==> src/rtl/eqa_mc.sv <==
// Multi-channel cascaded first-order equalizer. One shared multiply-add datapath
// walks every band of every channel per frame; coefficients are double-buffered.
module eqa_mc #(
  parameter int NUM_CH                 = 2,
  parameter int NUM_BANDS              = 5,
  parameter int SINGLE_ADC_WIDTH       = 16,
  parameter int SINGLE_DAC_WIDTH       = 19,
  parameter int COEFFICIENT_DATA_WIDTH = 18,
  localparam int BAND_W = (NUM_BANDS > 1) ? $clog2(NUM_BANDS) : 1
) (
  input  logic                                 clk,
  input  logic                                 reset_n,
  input  logic                                 ce,
  input  logic [NUM_CH*SINGLE_ADC_WIDTH-1:0]   Eqa_in,
  input  logic                                 eqa_start,
  input  logic                                 coeff_wr,
  input  logic [BAND_W-1:0]                    coeff_band,
  input  logic [COEFFICIENT_DATA_WIDTH-1:0]    coeff_a,
  input  logic [COEFFICIENT_DATA_WIDTH-1:0]    coeff_b,
  input  logic                                 coeff_commit,
  input  logic [NUM_BANDS-1:0]                 band_bypass,
  input  logic                                 hist_clr,
  output logic [NUM_CH*SINGLE_DAC_WIDTH-1:0]   Eqa_Out,
  output logic                                 eqa_busy,
  output logic                                 eqa_Done
);

  localparam int AW   = SINGLE_ADC_WIDTH;
  localparam int DW   = SINGLE_DAC_WIDTH;
  localparam int CW   = COEFFICIENT_DATA_WIDTH;
  localparam int PW   = CW + DW;
  localparam int SW   = PW + 1;
  localparam int FRAC = 16;
  localparam int CH_W = (NUM_CH > 1) ? $clog2(NUM_CH) : 1;

  localparam logic [CW-1:0]     COEF_ONE  = {{(CW-1){1'b0}}, 1'b1} << FRAC;
  localparam logic [CW-1:0]     COEF_ZERO = {CW{1'b0}};
  localparam logic [BAND_W-1:0] LAST_BAND = BAND_W'(NUM_BANDS - 1);
  localparam logic [CH_W-1:0]   LAST_CH   = CH_W'(NUM_CH - 1);

  localparam logic [1:0] S_IDLE = 2'd0;
  localparam logic [1:0] S_LOAD = 2'd1;
  localparam logic [1:0] S_RUN  = 2'd2;
  localparam logic [1:0] S_DONE = 2'd3;

  logic [1:0]              state_q, state_d;
  logic [BAND_W-1:0]       band_q, band_d;
  logic [CH_W-1:0]         ch_q, ch_d;
  logic                    busy_q, done_q;
  logic                    commit_pend_q, hist_pend_q;
  logic [AW-1:0]           smp_q [NUM_CH];
  logic [NUM_BANDS-1:0]    byp_q;
  logic signed [DW-1:0]    x_q;
  logic signed [DW-1:0]    res_q [NUM_CH];
  logic [NUM_CH*DW-1:0]    out_q, out_d;
  logic signed [DW-1:0]    yprev_q [NUM_CH][NUM_BANDS];
  logic signed [CW-1:0]    a_stg_q [NUM_BANDS];
  logic signed [CW-1:0]    b_stg_q [NUM_BANDS];
  logic signed [CW-1:0]    a_act_q [NUM_BANDS];
  logic signed [CW-1:0]    b_act_q [NUM_BANDS];

  logic                    idle_s, run_s, last_band_s;
  logic                    apply_commit_s, apply_hist_s, stg_wr_s;
  logic signed [DW-1:0]    x_cur_s, yp_cur_s, y_filt_s, y_out_s;
  logic signed [CW-1:0]    a_cur_s, b_cur_s;
  logic signed [PW-1:0]    prod_a_s, prod_b_s;
  logic signed [SW-1:0]    sum_s, shr_s;

  function automatic logic signed [DW-1:0] sat_dac(input logic signed [SW-1:0] v);
    logic [SW-DW:0] top;
    top = v[SW-1:DW-1];
    if ((&top) || (~|top)) begin
      return v[DW-1:0];
    end else if (v[SW-1]) begin
      return {1'b1, {(DW-1){1'b0}}};
    end else begin
      return {1'b0, {(DW-1){1'b1}}};
    end
  endfunction

  always_comb begin
    idle_s         = (state_q == S_IDLE);
    run_s          = (state_q == S_RUN);
    last_band_s    = (band_q == LAST_BAND);
    apply_commit_s = idle_s && (commit_pend_q || coeff_commit);
    apply_hist_s   = idle_s && (hist_pend_q || hist_clr);
    stg_wr_s       = coeff_wr && (int'(coeff_band) < NUM_BANDS);
  end

  // Shared multiply-add: one band of one channel per RUN cycle.
  always_comb begin
    a_cur_s  = a_act_q[band_q];
    b_cur_s  = b_act_q[band_q];
    yp_cur_s = yprev_q[ch_q][band_q];
    if (band_q == {BAND_W{1'b0}}) begin
      x_cur_s = {{(DW-AW){smp_q[ch_q][AW-1]}}, smp_q[ch_q]};
    end else begin
      x_cur_s = x_q;
    end
    prod_b_s = $signed({{DW{b_cur_s[CW-1]}}, b_cur_s}) * $signed({{CW{x_cur_s[DW-1]}}, x_cur_s});
    prod_a_s = $signed({{DW{a_cur_s[CW-1]}}, a_cur_s}) * $signed({{CW{yp_cur_s[DW-1]}}, yp_cur_s});
    sum_s    = $signed({prod_a_s[PW-1], prod_a_s}) + $signed({prod_b_s[PW-1], prod_b_s});
    shr_s    = sum_s >>> FRAC;
    y_filt_s = sat_dac(shr_s);
    if (byp_q[band_q]) begin
      y_out_s = x_cur_s;
    end else begin
      y_out_s = y_filt_s;
    end
  end

  always_comb begin
    state_d = state_q;
    band_d  = band_q;
    ch_d    = ch_q;
    case (state_q)
      S_IDLE: begin
        if (eqa_start) begin
          state_d = S_LOAD;
        end else begin
          state_d = S_IDLE;
        end
      end
      S_LOAD: begin
        state_d = S_RUN;
        band_d  = {BAND_W{1'b0}};
        ch_d    = {CH_W{1'b0}};
      end
      S_RUN: begin
        if (last_band_s) begin
          band_d = {BAND_W{1'b0}};
          if (ch_q == LAST_CH) begin
            state_d = S_DONE;
          end else begin
            ch_d = ch_q + CH_W'(1);
          end
        end else begin
          band_d = band_q + BAND_W'(1);
        end
      end
      S_DONE: begin
        state_d = S_IDLE;
      end
      default: begin
        state_d = S_IDLE;
      end
    endcase
  end

  always_comb begin
    out_d = {(NUM_CH*DW){1'b0}};
    for (int c = 0; c < NUM_CH; c++) begin
      out_d[(NUM_CH-1-c)*DW +: DW] = res_q[c];
    end
  end

  always_ff @(posedge clk or negedge reset_n) begin
    if (!reset_n) begin
      state_q       <= S_IDLE;
      band_q        <= {BAND_W{1'b0}};
      ch_q          <= {CH_W{1'b0}};
      busy_q        <= 1'b0;
      commit_pend_q <= 1'b0;
      hist_pend_q   <= 1'b0;
    end else if (ce) begin
      state_q <= state_d;
      band_q  <= band_d;
      ch_q    <= ch_d;
      busy_q  <= (state_d != S_IDLE);
      // Requests arriving while busy wait here until the FSM is back in IDLE.
      if (idle_s) begin
        commit_pend_q <= 1'b0;
        hist_pend_q   <= 1'b0;
      end else begin
        commit_pend_q <= commit_pend_q | coeff_commit;
        hist_pend_q   <= hist_pend_q | hist_clr;
      end
    end
  end

  always_ff @(posedge clk or negedge reset_n) begin
    if (!reset_n) begin
      done_q <= 1'b0;
      out_q  <= {(NUM_CH*DW){1'b0}};
    end else begin
      done_q <= ce && (state_q == S_DONE);
      if (ce && (state_q == S_DONE)) begin
        out_q <= out_d;
      end
    end
  end

  always_ff @(posedge clk or negedge reset_n) begin
    if (!reset_n) begin
      byp_q <= {NUM_BANDS{1'b0}};
      x_q   <= {DW{1'b0}};
      for (int c = 0; c < NUM_CH; c++) begin
        smp_q[c] <= {AW{1'b0}};
        res_q[c] <= {DW{1'b0}};
      end
    end else if (ce) begin
      if (state_q == S_LOAD) begin
        byp_q <= band_bypass;
        for (int c = 0; c < NUM_CH; c++) begin
          smp_q[c] <= Eqa_in[(NUM_CH-1-c)*AW +: AW];
        end
      end
      if (run_s) begin
        x_q <= y_out_s;
        if (last_band_s) begin
          res_q[ch_q] <= y_out_s;
        end
      end
    end
  end

  // Bypassed bands leave their history untouched.
  always_ff @(posedge clk or negedge reset_n) begin
    if (!reset_n) begin
      for (int c = 0; c < NUM_CH; c++) begin
        for (int b = 0; b < NUM_BANDS; b++) begin
          yprev_q[c][b] <= {DW{1'b0}};
        end
      end
    end else if (ce) begin
      if (apply_hist_s) begin
        for (int c = 0; c < NUM_CH; c++) begin
          for (int b = 0; b < NUM_BANDS; b++) begin
            yprev_q[c][b] <= {DW{1'b0}};
          end
        end
      end else if (run_s && !byp_q[band_q]) begin
        yprev_q[ch_q][band_q] <= y_out_s;
      end
    end
  end

  always_ff @(posedge clk or negedge reset_n) begin
    if (!reset_n) begin
      for (int b = 0; b < NUM_BANDS; b++) begin
        a_stg_q[b] <= COEF_ZERO;
        b_stg_q[b] <= COEF_ONE;
        a_act_q[b] <= COEF_ZERO;
        b_act_q[b] <= COEF_ONE;
      end
    end else if (ce) begin
      if (apply_commit_s) begin
        for (int b = 0; b < NUM_BANDS; b++) begin
          a_act_q[b] <= a_stg_q[b];
          b_act_q[b] <= b_stg_q[b];
        end
      end
      if (stg_wr_s) begin
        a_stg_q[coeff_band] <= coeff_a;
        b_stg_q[coeff_band] <= coeff_b;
      end
    end
  end

  assign Eqa_Out  = out_q;
  assign eqa_busy = busy_q;
  assign eqa_Done = done_q;

endmodule

==> config.mk <==
export PLATFORM = sky130hd
export DESIGN_NAME = eqa_mc
export DESIGN_NICKNAME = d
export VERILOG_FILES = /design/src/rtl/eqa_mc.sv
export SDC_FILE = /design/constraint.sdc
export NUM_CORES = 2
export LEC_CHECK = 0
export CAP_MARGIN = 20
export CORE_MARGIN = 2
export CORE_UTILIZATION = 64
export DETAILED_ROUTE_END_ITERATION = 8
export PLACE_DENSITY = 0.82
export SLEW_MARGIN = 20
export SYNTH_ARGS = -nofsm -noshare
export SYNTH_HDL_FRONTEND = slang
export SYNTH_SLANG_ARGS = --single-unit
==> constraint.sdc <==
create_clock -name clk -period 13.9 [get_ports clk]
set_clock_uncertainty 0.05 [all_clocks]
set_input_delay 2.78 -clock clk [delete_from_list [all_inputs] [get_ports clk]]
set_output_delay 2.78 -clock clk [all_outputs]
set_load 0.1 [all_outputs]
==> metrics <==
status complete, no violations; ys flop type dfrtp_1; DRC 0; Routed Antenna Nets 0; count leader, synth inv_1; Peak Freq 0.0828 GHz; Syn. warnings 0; Async S/R FF share, synth 100%; DP Wirelength 117 mm; Die X-Extent around 300 um; worst-margin pin slew ~1200 ps; 1st-pass router iterations 9; Critical Path End Type flip-flop; register area 17300 um2; Final Max Slew Viols 0; top sig layer met4; Fin Setup TNS 0 ps; r2r setup slk between 1500 and 2000 ps; total track usage 36.4%; area of the multi-input gates between 30000 and 40000 um2; largest net degree at the start of global routing 178; Layout area overhead 9.42%; Routed WL per cell 24.5 um; Yosys top cell by area dfrtp_1; # hold bufs at CTS 0; die area between 80000 and 90000 um2; total CTS buffers 74; fin crit share roughly 87%; CP required approximately 14000 ps; PortBufs approximately 120; most used cell along the critical path fa_1; met2 wire len between 60 and 70 mm; vias per cell just over 6; Syn Area/Cell between 10 and 15 um2; layout cell share with drive strength beyond 1 roughly 15%; vias in the first global route about 41000; Tmin final between 10000 and 15000 ps; Vias between 30000 and 40000; number of setup violations in the final report 0; post-synth top area share a little under a third; Layout Nets a little over 6000; final hold vios 0; worst hold-check path type flip-flop to flip-flop; post-synthesis net count approximately 6000; CTS tree done; Post-CTS Setup Repair Bufs 0; RSZ-0062 raised after global routing no; WS Path Type flip-flop to flip-flop; first-pass GRT wire length about 240 mm; Final GP Congestion 0.981; worst skew pair latency between 600 and 700 ps; die height approximately 300 um; Synth cell types 81; worst-path fanout max 44; htree depth 3; met1 WL 60.4 mm; FF-to-FF End x_q[9]; R2R Path Start band_q[1]; CP Launch Type flip-flop; Slew headroom around 22%; clock buffer depth 3; worst path arrival time about 12000 ps; number of flops mapped to enable cells by yosys 0; io pins ~120; post-synthesis cell count just over 5000; synth top area cells dfrtp_1, fa_1, mux2_2, inv_1, nand2_1; Max Cap Viol 0; standard-cell rows about 110; routed wl met3 ~15 mm; Initial DRC Count ~4200; Initial Utilization between 60 and 70%; root buf cell clkbuf_16; clock sinks around 700; fillcell total around 5700; Commonest cells post-synth inv_1, fa_1, dfrtp_1, nand2_1, mux2_2; Core Region 84000 um2; Worst path max stage delay between 1000 and 1500 ps; initial antenna violation count 2; Yosys reg bits 692; PostCTS Resize Cnt 0; Synth Cell Area about 54000 um2; Reg2Reg Depth 29; Hold Path Sink out_d[17]; Worst-path clk slew approximately 60 ps; Min-Delay Startpoint out_d[17]; CP max stage cell fa_1; Min-Delay Path Depth 2; final WL roughly 150 mm; total global routing overflow 0; sequential share of the synthesized area 31.9%; CP startpoint band_q[1]
==> metal layers <==
metal  global-route usage (%)  vias up
li1                         -    16187
met4                     16.1        0
met2                     56.2     2091
met3                     7.86      452
met5                        0        -
met1                     50.2    19910
==> per-stage QoR <==
stage | cell area (um2) | std cells | utilization (%) | hold slack (ps) | worst slack [ps]
floorplan | 54400 | 5032 | - | 394 | 3480
global placement | 56900 | 6126 | 67.8 | 408 | 2100
detailed placement | 56900 | 6126 | 67.8 | 413 | 2030
CTS | 59500 | 6260 | 70.8 | 423 | 1900
global route | 59500 | 6262 | 70.9 | 438 | 1150
finish | 59500 | 6262 | 70.9 | 424 | 1830
==> flip-flops by register name, summed over array words and instances, names as in the netlist <==
| name | flops |
|---|---|
| commit_pend_q | 1 |
| state_q | 2 |
| Eqa_Out | 38 |
| band_q | 3 |
| a_stg_q | 90 |
| eqa_busy | 1 |
| byp_q | 5 |
| ch_q | 1 |
| x_q | 19 |
| out_d | 38 |
| hist_pend_q | 1 |
| b_stg_q | 90 |
| yprev_q | 190 |
| eqa_Done | 1 |
| b_act_q | 90 |
| smp_q | 32 |
| a_act_q | 90 |
==> worst max-delay path: cells and delay by family, from the launching register on <==
kind                     cells  cell delay [ps]
AND/OR/NAND/NOR              9             3000
buffers and inverters        4              590
adder cells (fa/ha/maj)     10             5230
flip-flops                   1              660
AO/OA/AOI/OAI                6             2320
==> area by class of cell <==
class,instances,area share [%]
antenna,1,0.00421
clock buffer,108,3.58
clock inverter,26,0.744
inverter,788,4.97
multi-input combinational,3294,55.8
sequential,692,29.1
tap,1134,2.38
timing repair buffer,219,3.35
==> cells by family after synthesis <==
logic type               count (synthesis)  synth area share (%)
XOR/XNOR                                42                 0.704
AO/OA/AOI/OAI                          610                  7.53
AND/OR/NAND/NOR                       1162                  8.92
buffers and inverters                 1046                  7.29
flip-flops                             692                  31.9
adder cells (fa/ha/maj)                916                  31.6
multiplexers                           564                  12.1
==> worst max-delay path by stage <==
| stage | to | slack, ps | cells after the start |
|---|---|---|---|
| floorplan | yprev_q[157] | 3480 | 31 |
| global placement | x_q[0] | 2100 | 27 |
| detailed placement | yprev_q[57] | 2030 | 27 |
| CTS | out_d[19] | 1900 | 27 |
| global route | x_q[10] | 1150 | 29 |
| finish | x_q[9] | 1830 | 29 |
==> layout by cell type (no fill, tap or decap), drive strengths merged, types with 19 or more instances in the layout <==
cell | Yosys | layout
a32o | 51 | 51
inv | 788 | 790
buf | 53 | 98
o21ai | 230 | 230
clkbuf | 205 | 108
ha | 155 | 155
o22a | 19 | 19
mux2 | 468 | 468
o21a | 28 | 28
fa | 761 | 761
mux2i | 68 | 68
clkdlybuf4s50 | 0 | 121
xnor2 | 31 | 31
a31oi | 25 | 25
clkinv | 0 | 19
nand2 | 552 | 552
nand2b | 54 | 54
a21oi | 81 | 81
nor2 | 418 | 418
o31ai | 27 | 27
a22oi | 27 | 27
mux4 | 28 | 28
and2 | 38 | 38
dfrtp | 682 | 682
Power is left out: the tool's default activity adds up to more than one toggle a clock period on the data nets, which glitch-free logic cannot reach.
